## src/rtl/direction_flag_pkg.sv

```systemverilog
`default_nettype none
// ============================================================================
// Module   : maze_pkg
// Purpose  : Playfield geometry, constant maze tile map, direction encoding
//            and the tile wall lookup shared by the direction_flag block.
// Revision : 1.0 - initial release
// ============================================================================
package maze_pkg;

    localparam int TILE_SIZE = 8;
    localparam int MAP_W     = 40;
    localparam int MAP_H     = 30;

    localparam int c_TILE_SHIFT = $clog2(TILE_SIZE);
    localparam int c_ROW_W      = $clog2(MAP_H);
    localparam int c_COL_W      = $clog2(MAP_W);
    localparam int c_COORD_W    = 10;

    localparam logic [3:0] c_DIR_L = 4'b1000;
    localparam logic [3:0] c_DIR_U = 4'b0100;
    localparam logic [3:0] c_DIR_R = 4'b0010;
    localparam logic [3:0] c_DIR_D = 4'b0001;

    typedef logic signed [c_COORD_W-1:0] coord_t;

    // AXIS_COL: the probed strip is a set of columns, the span runs over rows.
    typedef enum logic {
        AXIS_COL = 1'b0,
        AXIS_ROW = 1'b1
    } axis_e;

    // Row patterns; leftmost literal bit is tile column 0.
    localparam logic [0:MAP_W-1] c_ROW_W_ALL = 40'b1111111111_1111111111_1111111111_1111111111;
    localparam logic [0:MAP_W-1] c_ROW_OPEN  = 40'b1000000000_0000000000_0000000000_0000000001;
    localparam logic [0:MAP_W-1] c_ROW_BARS  = 40'b1001111001_1111100111_1110011111_1001111001;
    localparam logic [0:MAP_W-1] c_ROW_PILL  = 40'b1000001000_0010000001_1000000100_0001000001;

    localparam logic [0:MAP_W-1] MAZE [0:MAP_H-1] = '{
        c_ROW_W_ALL,                                    // 0
        c_ROW_OPEN,  c_ROW_OPEN,  c_ROW_OPEN,           // 1..3
        c_ROW_BARS,  c_ROW_BARS,  c_ROW_OPEN,  c_ROW_OPEN, // 4..7
        c_ROW_PILL,  c_ROW_PILL,  c_ROW_PILL,           // 8..10
        c_ROW_OPEN,  c_ROW_OPEN,  c_ROW_BARS,  c_ROW_BARS, // 11..14
        c_ROW_OPEN,  c_ROW_OPEN,                        // 15..16
        c_ROW_PILL,  c_ROW_PILL,  c_ROW_PILL,           // 17..19
        c_ROW_OPEN,  c_ROW_OPEN,  c_ROW_BARS,  c_ROW_BARS, // 20..23
        c_ROW_OPEN,  c_ROW_OPEN,  c_ROW_OPEN,           // 24..26
        c_ROW_BARS,  c_ROW_OPEN,                        // 27..28
        c_ROW_W_ALL                                     // 29
    };

    // Tiles outside the map (including negative indices) read as wall.
    function automatic logic tile_wall(input coord_t row, input coord_t col);
        if (row < 0 || row >= coord_t'(MAP_H) || col < 0 || col >= coord_t'(MAP_W))
            return 1'b1;
        return MAZE[row[c_ROW_W-1:0]][col[c_COL_W-1:0]];
    endfunction

endpackage
`default_nettype wire

```

## src/rtl/direction_flag_if.sv

```systemverilog
`default_nettype none
// ============================================================================
// Module   : direction_flag_if
// Purpose  : Sprite position in, per-direction free-distance flags out.
// Revision : 1.0 - initial release
// ============================================================================
interface direction_flag_if;

    logic [8:0] x;
    logic [8:0] y;
    logic [2:0] flag_L;
    logic [2:0] flag_U;
    logic [2:0] flag_R;
    logic [2:0] flag_D;

    modport master (
        output x,
        output y,
        input  flag_L,
        input  flag_U,
        input  flag_R,
        input  flag_D
    );

    modport slave (
        input  x,
        input  y,
        output flag_L,
        output flag_U,
        output flag_R,
        output flag_D
    );

endinterface
`default_nettype wire

```

## src/rtl/direction_flag_edge_probe.sv

```systemverilog
`default_nettype none
// ============================================================================
// Module   : edge_probe
// Purpose  : Free pixels (saturated at 7) in a strip next to one sprite edge,
//            resolved at tile granularity. DIRECTION_FLAG_BINARY_EN reduces
//            the result to a 1-pixel move-allowed bit.
// Revision : 1.0 - initial release
// ============================================================================
module edge_probe
    import maze_pkg::*;
#(
    parameter int SPAN = 16
) (
    input  coord_t     i_strip_start,
    input  coord_t     i_span_start,
    input  axis_e      i_axis,
    input  logic       i_backward,
    output logic [2:0] o_dist
);

    // Worst-case number of tiles touched by a SPAN-pixel edge.
    localparam int     c_SPAN_TILES = (SPAN + TILE_SIZE - 2) / TILE_SIZE + 1;
    localparam coord_t c_SPAN_M1    = coord_t'(SPAN - 1);

    coord_t w_span_first;
    coord_t w_span_last;
    coord_t w_tile0;
    logic   w_free0;

    assign w_span_first = i_span_start >>> c_TILE_SHIFT;
    assign w_span_last  = (i_span_start + c_SPAN_M1) >>> c_TILE_SHIFT;
    assign w_tile0      = i_strip_start >>> c_TILE_SHIFT;

    function automatic logic tile_free(input coord_t strip_tile, input coord_t sp_first,
                                       input coord_t sp_last, input axis_e ax);
        logic   free;
        coord_t sp;
        free = 1'b1;
        for (int k = 0; k < c_SPAN_TILES; k++) begin
            sp = sp_first + coord_t'(k);
            if (sp <= sp_last) begin
                if (ax == AXIS_COL)
                    free = free & ~tile_wall(sp, strip_tile);
                else
                    free = free & ~tile_wall(strip_tile, sp);
            end
        end
        return free;
    endfunction

    assign w_free0 = tile_free(w_tile0, w_span_first, w_span_last, i_axis);

`ifdef DIRECTION_FLAG_BINARY_EN

    assign o_dist = {2'b00, w_free0};

`else

    localparam logic [c_TILE_SHIFT:0] c_TILE = (c_TILE_SHIFT+1)'(TILE_SIZE);
    localparam logic [c_TILE_SHIFT:0] c_SAT  = (c_TILE_SHIFT+1)'(7);

    logic [c_TILE_SHIFT:0]   w_offset;
    logic [c_TILE_SHIFT:0]   w_run0;
    coord_t                  w_tile1;
    logic                    w_free1;

    assign w_offset = {1'b0, i_strip_start[c_TILE_SHIFT-1:0]};
    // Pixels of the strip that fall inside the first tile (1..TILE_SIZE).
    assign w_run0   = i_backward ? (w_offset + 1'b1) : (c_TILE - w_offset);
    assign w_tile1  = i_backward ? (w_tile0 - coord_t'(1)) : (w_tile0 + coord_t'(1));
    assign w_free1  = tile_free(w_tile1, w_span_first, w_span_last, i_axis);

    // A tile is at least 8 px, so a 7-px strip never reaches a third tile.
    always_comb begin
        o_dist = 3'd0;
        if (w_free0) begin
            if (w_run0 >= c_SAT || w_free1)
                o_dist = 3'd7;
            else
                o_dist = w_run0[2:0];
        end
    end

`endif

endmodule
`default_nettype wire

```

## src/rtl/direction_flag.sv

```systemverilog
`default_nettype none
// ============================================================================
// Module   : direction_flag
// Purpose  : Registered per-direction free-distance flags for a square sprite
//            in the constant maze. Option macro: DIRECTION_FLAG_BINARY_EN.
// Revision : 1.0 - initial release
// ============================================================================
module direction_flag
    import maze_pkg::*;
#(
    parameter int SPRITE_SIZE = 16
) (
    input  logic             clk,
    input  logic             rst,
    direction_flag_if.slave  bus
);

    localparam coord_t c_SPRITE = coord_t'(SPRITE_SIZE);
    localparam coord_t c_ONE    = coord_t'(1);

    coord_t     w_x;
    coord_t     w_y;
    logic [2:0] w_dist [0:3];
    logic [2:0] r_dist [0:3];

    assign w_x = coord_t'(bus.x);
    assign w_y = coord_t'(bus.y);

    // Probe i handles direction c_DIR_L >> i: L, U, R, D.
    for (genvar i = 0; i < 4; i++) begin : g_probe
        localparam logic [3:0] c_dir      = c_DIR_L >> i;
        localparam axis_e      c_axis     = (c_dir == c_DIR_L || c_dir == c_DIR_R) ? AXIS_COL : AXIS_ROW;
        localparam logic       c_backward = (c_dir == c_DIR_L || c_dir == c_DIR_U);

        coord_t w_strip;
        coord_t w_span;

        assign w_strip = (c_dir == c_DIR_L) ? (w_x - c_ONE)    :
                         (c_dir == c_DIR_R) ? (w_x + c_SPRITE) :
                         (c_dir == c_DIR_D) ? (w_y + c_SPRITE) :
                                              (w_y - c_ONE);
        assign w_span  = (c_axis == AXIS_COL) ? w_y : w_x;

        edge_probe #(
            .SPAN (SPRITE_SIZE)
        ) u_probe (
            .i_strip_start (w_strip),
            .i_span_start  (w_span),
            .i_axis        (c_axis),
            .i_backward    (c_backward),
            .o_dist        (w_dist[i])
        );
    end

    always_ff @(posedge clk) begin
        if (rst)
            r_dist <= '{default: 3'd0};
        else
            r_dist <= w_dist;
    end

    assign bus.flag_L = r_dist[0];
    assign bus.flag_U = r_dist[1];
    assign bus.flag_R = r_dist[2];
    assign bus.flag_D = r_dist[3];

endmodule
`default_nettype wire

```

## src/flat_wrapper.sv

```systemverilog
// flat-port wrapper written by rule: the top's interface ports become plain ports
module direction_flag_flat import maze_pkg::*;
#(
    parameter int SPRITE_SIZE = 16
)
  (clk, rst, bus_x, bus_y, bus_flag_L, bus_flag_U, bus_flag_R, bus_flag_D);
  direction_flag_if bus_i ();
  input  logic clk;
  input  logic rst;
  input wire logic [$bits(bus_i.x)-1:0] bus_x;
  input wire logic [$bits(bus_i.y)-1:0] bus_y;
  output wire logic [$bits(bus_i.flag_L)-1:0] bus_flag_L;
  output wire logic [$bits(bus_i.flag_U)-1:0] bus_flag_U;
  output wire logic [$bits(bus_i.flag_R)-1:0] bus_flag_R;
  output wire logic [$bits(bus_i.flag_D)-1:0] bus_flag_D;
  assign bus_i.x = bus_x;
  assign bus_i.y = bus_y;
  assign bus_flag_L = bus_i.flag_L;
  assign bus_flag_U = bus_i.flag_U;
  assign bus_flag_R = bus_i.flag_R;
  assign bus_flag_D = bus_i.flag_D;
  direction_flag #(.SPRITE_SIZE(SPRITE_SIZE)) u_core (.clk(clk), .rst(rst), .bus(bus_i));
endmodule
```

## config.mk

```make
export PLATFORM = sky130hd
export DESIGN_NAME = direction_flag_flat
export DESIGN_NICKNAME = d
export VERILOG_FILES = /design/src/rtl/direction_flag_pkg.sv /design/src/rtl/direction_flag_if.sv /design/src/rtl/direction_flag_edge_probe.sv /design/src/rtl/direction_flag.sv /design/src/flat_wrapper.sv
export SDC_FILE = /design/constraint.sdc
export NUM_CORES = 1
export LEC_CHECK = 0
export ABC_AREA = 1
export BUFFER_PORTS_ARGS = -buffer_cell sky130_fd_sc_hd__buf_4
export CORE_AREA = 2 2 144 146
export CTS_CLUSTER_DIAMETER = 80
export CTS_CLUSTER_SIZE = 40
export DETAILED_ROUTE_END_ITERATION = 8
export DIE_AREA = 0 0 146 148
export GPL_ROUTABILITY_DRIVEN = 0
export PLACE_DENSITY = 0.64
export RECOVER_POWER = 50
export SLEW_MARGIN = 20
export SYNTH_ARGS = -nofsm -noshare
export SYNTH_HDL_FRONTEND = slang
export SYNTH_SLANG_ARGS = --single-unit
```

## constraint.sdc

```tcl
create_clock -name clk -period 7.21 [get_ports clk]
set_input_delay 0.721 -clock clk [delete_from_list [all_inputs] [get_ports clk]]
set_output_delay 0.721 -clock clk [all_outputs]
set_load 0.02 [all_outputs]
```

==> flow_summary_export.csv <==
group,metric,value,unit
floorplan,pin_count,32,
floorplan,die_height,148,µm
critical_path,critical_path_depth,21,
pwr,power.leakage,4.303,nW
cts,clock_h_tree_levels,1,
flow_run,maxCapViolations,0,
drt,drc,0,
critical_path,critPathKind,"in -> reg",
drt,detailedRoute.firstPassIterationCount,6,
final_layout,final_cell_count_no_fill,1750,
synth,synthesis.area,7918,µm²
floorplan,fp-row-count,52,
drt,detail_route.vias_per_cell,5.729,
global_route,grt_max_degree,56,
cts,cts.reportedPaths.clkPinSlew,0.04,ns
floorplan,coreArea,20040,µm²
pwr,power,1.041,mW
sta,tns,0,ns
drt,detailroute.via_count,10030,
critical_path,path_cells,"buf_4 > inv_1 > ha_1 > nand2_1 > nor2_4 > inv_1 > ha_1 > inv_1 > nor3_2 > xor2_1 > nor2_2 > o21ai_1 > nand2_1 > nand3_1 > nor2_1 > a21oi_1 > nor2_1 > nand2_1 > nand3_1 > nand2_1 > inv_1",
synth,seq_area_frac_synth,3.034,%
pwr,power_density,125.2,nW/µm²
placed_design,numPlacedInstances,1747,
synth,post_synth.cell_area_avg,5.307,µm²
sta,min_period_over_period,69.22,%
drt,drtAntennaViolNets,0,
global_route,gr-usage-all-layers,26.28,%
floorplan,floorplan.initialDensity,39.51,%
final_layout,final_util,41.48,%
floorplan,floorplan.die_area,21610,µm²
cts,post_cts_hold_buffer_count,0,
sta,worst-slew-pin-transition,1.013,ns
sta,max_freq,200.4,MHz
cts,cts_tree,"yes",
cts,buffer_count_from_post_cts_setup_fixing,0,
sta,period_needed,4.991,ns
final_layout,post_route_cells_drive_above_1_share,10.47,%
critical_path,cp_data_arrival_time,5.12,ns
synth,postSynthNetCount,1572,
global_route,via_count_of_the_first_global_routing_pass,9264,
pwr,ir_drop,0.08230,mV
synth,yosysTopAreaCellShare,21.90,%
critical_path,slowest_stage,"sky130_fd_sc_hd__ha_1",
status,result_of_the_run,"complete, no violations",
placed_design,io_buffers,31,
synth,synthTopCellsByArea,"sky130_fd_sc_hd__nand2_1 (22%), sky130_fd_sc_hd__nand3_1 (9.7%), sky130_fd_sc_hd__ha_1 (9.5%), sky130_fd_sc_hd__a21oi_1 (7.2%), sky130_fd_sc_hd__inv_1 (6.8%)",
critical_path,worst_path_dominant_cell_family,"simple AND/OR/NAND/NOR gates",
sta,final-hold-violation-count,0,
synth,yosys_register_bits,12,
final_layout,antennaDiodeCount,0,
global_route,grt_first_pass_wirelength,47200,µm
placed_design,detail_placement_hpwl,22290,µm
critical_path,critPathMaxFanout,21,
final_layout,area_growth_syn_to_layout,4.994,%
floorplan,dieWidth,146,µm
synth,ys_warn_count,0,
final_layout,num-nets-final,1562,
cts,cts-resized-gates,0,
placed_design,dp_slack,2.110,ns
critical_path,timing.critical_path.from_type,"input pin",
drt,post_drt_wl_per_cell,16.47,µm
final_layout,layout.cells.most_common,"sky130_fd_sc_hd__nand2_1",
placed_design,post_dp_cell_area,8283,µm²
drt,detail_route.wirelength,28830,µm
sta,fin_ws,2.219,ns
hold_path,hold_depth,5,
final_layout,final_cell_area,8313,µm²
cts,cts-buffers-inserted,3,
cts,clockRootBuffer,"sky130_fd_sc_hd__clkbuf_16",
critical_path,worst_ep_required_time,7.34,ns
synth,synth_area_leader_cell,"sky130_fd_sc_hd__nand2_1",
sta,slew_headroom,31.86,%
synth,synth.lib_cells_used.distinct,62,
hold_path,min-delay-path-class,"in -> reg",
sta,setup_viol,0,
critical_path,critPathBufInv,5,
global_route,initial_antenna_violation_count,0,
sta,worst_hold_slack,0.8469,ns
final_layout,final_cell_mix,"sky130_fd_sc_hd__nand2_1 (462), sky130_fd_sc_hd__nand3_1 (154), sky130_fd_sc_hd__inv_1 (144), sky130_fd_sc_hd__nor2_1 (129), sky130_fd_sc_hd__a21oi_1 (114)",
sta,slew_violations,0,
drt,drt_iter0_markers,1130,
cts,clock_sinks,12,
synth,synthCells,1492,
global_route,remaining_overflow_grt,0,
cts,clock_tree.buffer_depth,2,
critical_path,cp_slowest_stage_delay,0.73,ns
sta,grt_setup_unrepaired,"false",
critical_path,crit_path_capture_type,"flop",
==> final timing paths <==
kind                               to      from  slack (ns)
max   u_core.bus.flag_L[0]$_SDFF_PP0_  bus_x[0]        2.22
min   u_core.bus.flag_U[1]$_SDFF_PP0_  bus_y[0]        0.85
==> state kept, by name, summed over array words and instances, names as in the netlist <==
register / count
u_core.bus.flag_U: 3
u_core.bus.flag_L: 3
u_core.bus.flag_R: 3
u_core.bus.flag_D: 3
==> where the power goes <==
part / leakage (nW) / switching, mW / internal, mW
registers: 0.0972 / 0.00106 / 0.0714
clock network: 0.0370 / 0.0253 / 0.0719
logic: 4.17 / 0.608 / 0.263
==> metal layers <==
layer / global-route usage (%) / wire (µm) / part of all wire (%) / up-vias
li1: - / - / - / 4908
met1: 36.33 / 12300 / 43 / 4449
met2: 41.01 / 12020 / 42 / 562
met3: 3.704 / 3147 / 11 / 107
met4: 10.92 / 1360 / 4.7 / 0
met5: 0 / 0 / 0 / -
==> Yosys cell counts (all sizes together) <==
cell and count:
nand2 506, inv 172, nand3 168, nor2 143
a21oi 117, o21ai 104, ha 60, clkbuf 30
o211ai 30, xor2 28, buf 22, nor3 18
nand4 14, dfxtp 12, a31oi 11, o31ai 8
xnor2 8, clkinv 6, a211oi 4, a2111oi 3
a21boi 3, a22oi 3, nand3b 3, o2111ai 3
o22ai 3, or2 3, a31o 2, a32oi 2
a221o 1, a311oi 1, nor3b 1, nor4 1
o21a 1, o221ai 1
==> final cells by class <==
| cell class | instances | area (µm²) |
|---|---|---|
| fill | 2298 | 11730 |
| inverter | 178 | 678.2 |
| tap | 270 | 337.8 |
| multi-input combinational | 1250 | 6749 |
| sequential | 12 | 240.2 |
| clock buffer | 3 | 75.07 |
| timing repair buffer | 37 | 232.7 |
==> kinds of logic (layout without fill, tap and decap cells) <==
family	after synthesis	after routing	synth area share, %
compound gates	297	297	22.11
flops	12	12	3.034
simple gates	857	857	48.63
fa+ha+maj	60	60	9.482
buf+inv	230	218	11.73
xor+xnor	36	36	5.025
==> worst min-delay path: cells and delay by family <==
| family | cells | cell delay [ns] |
|---|---|---|
| buf+inv | 2 | 0.14 |
| simple gates | 2 | 0.12 |
| xor+xnor | 1 | 0.07 |
(Power assumes the default switching activity.)
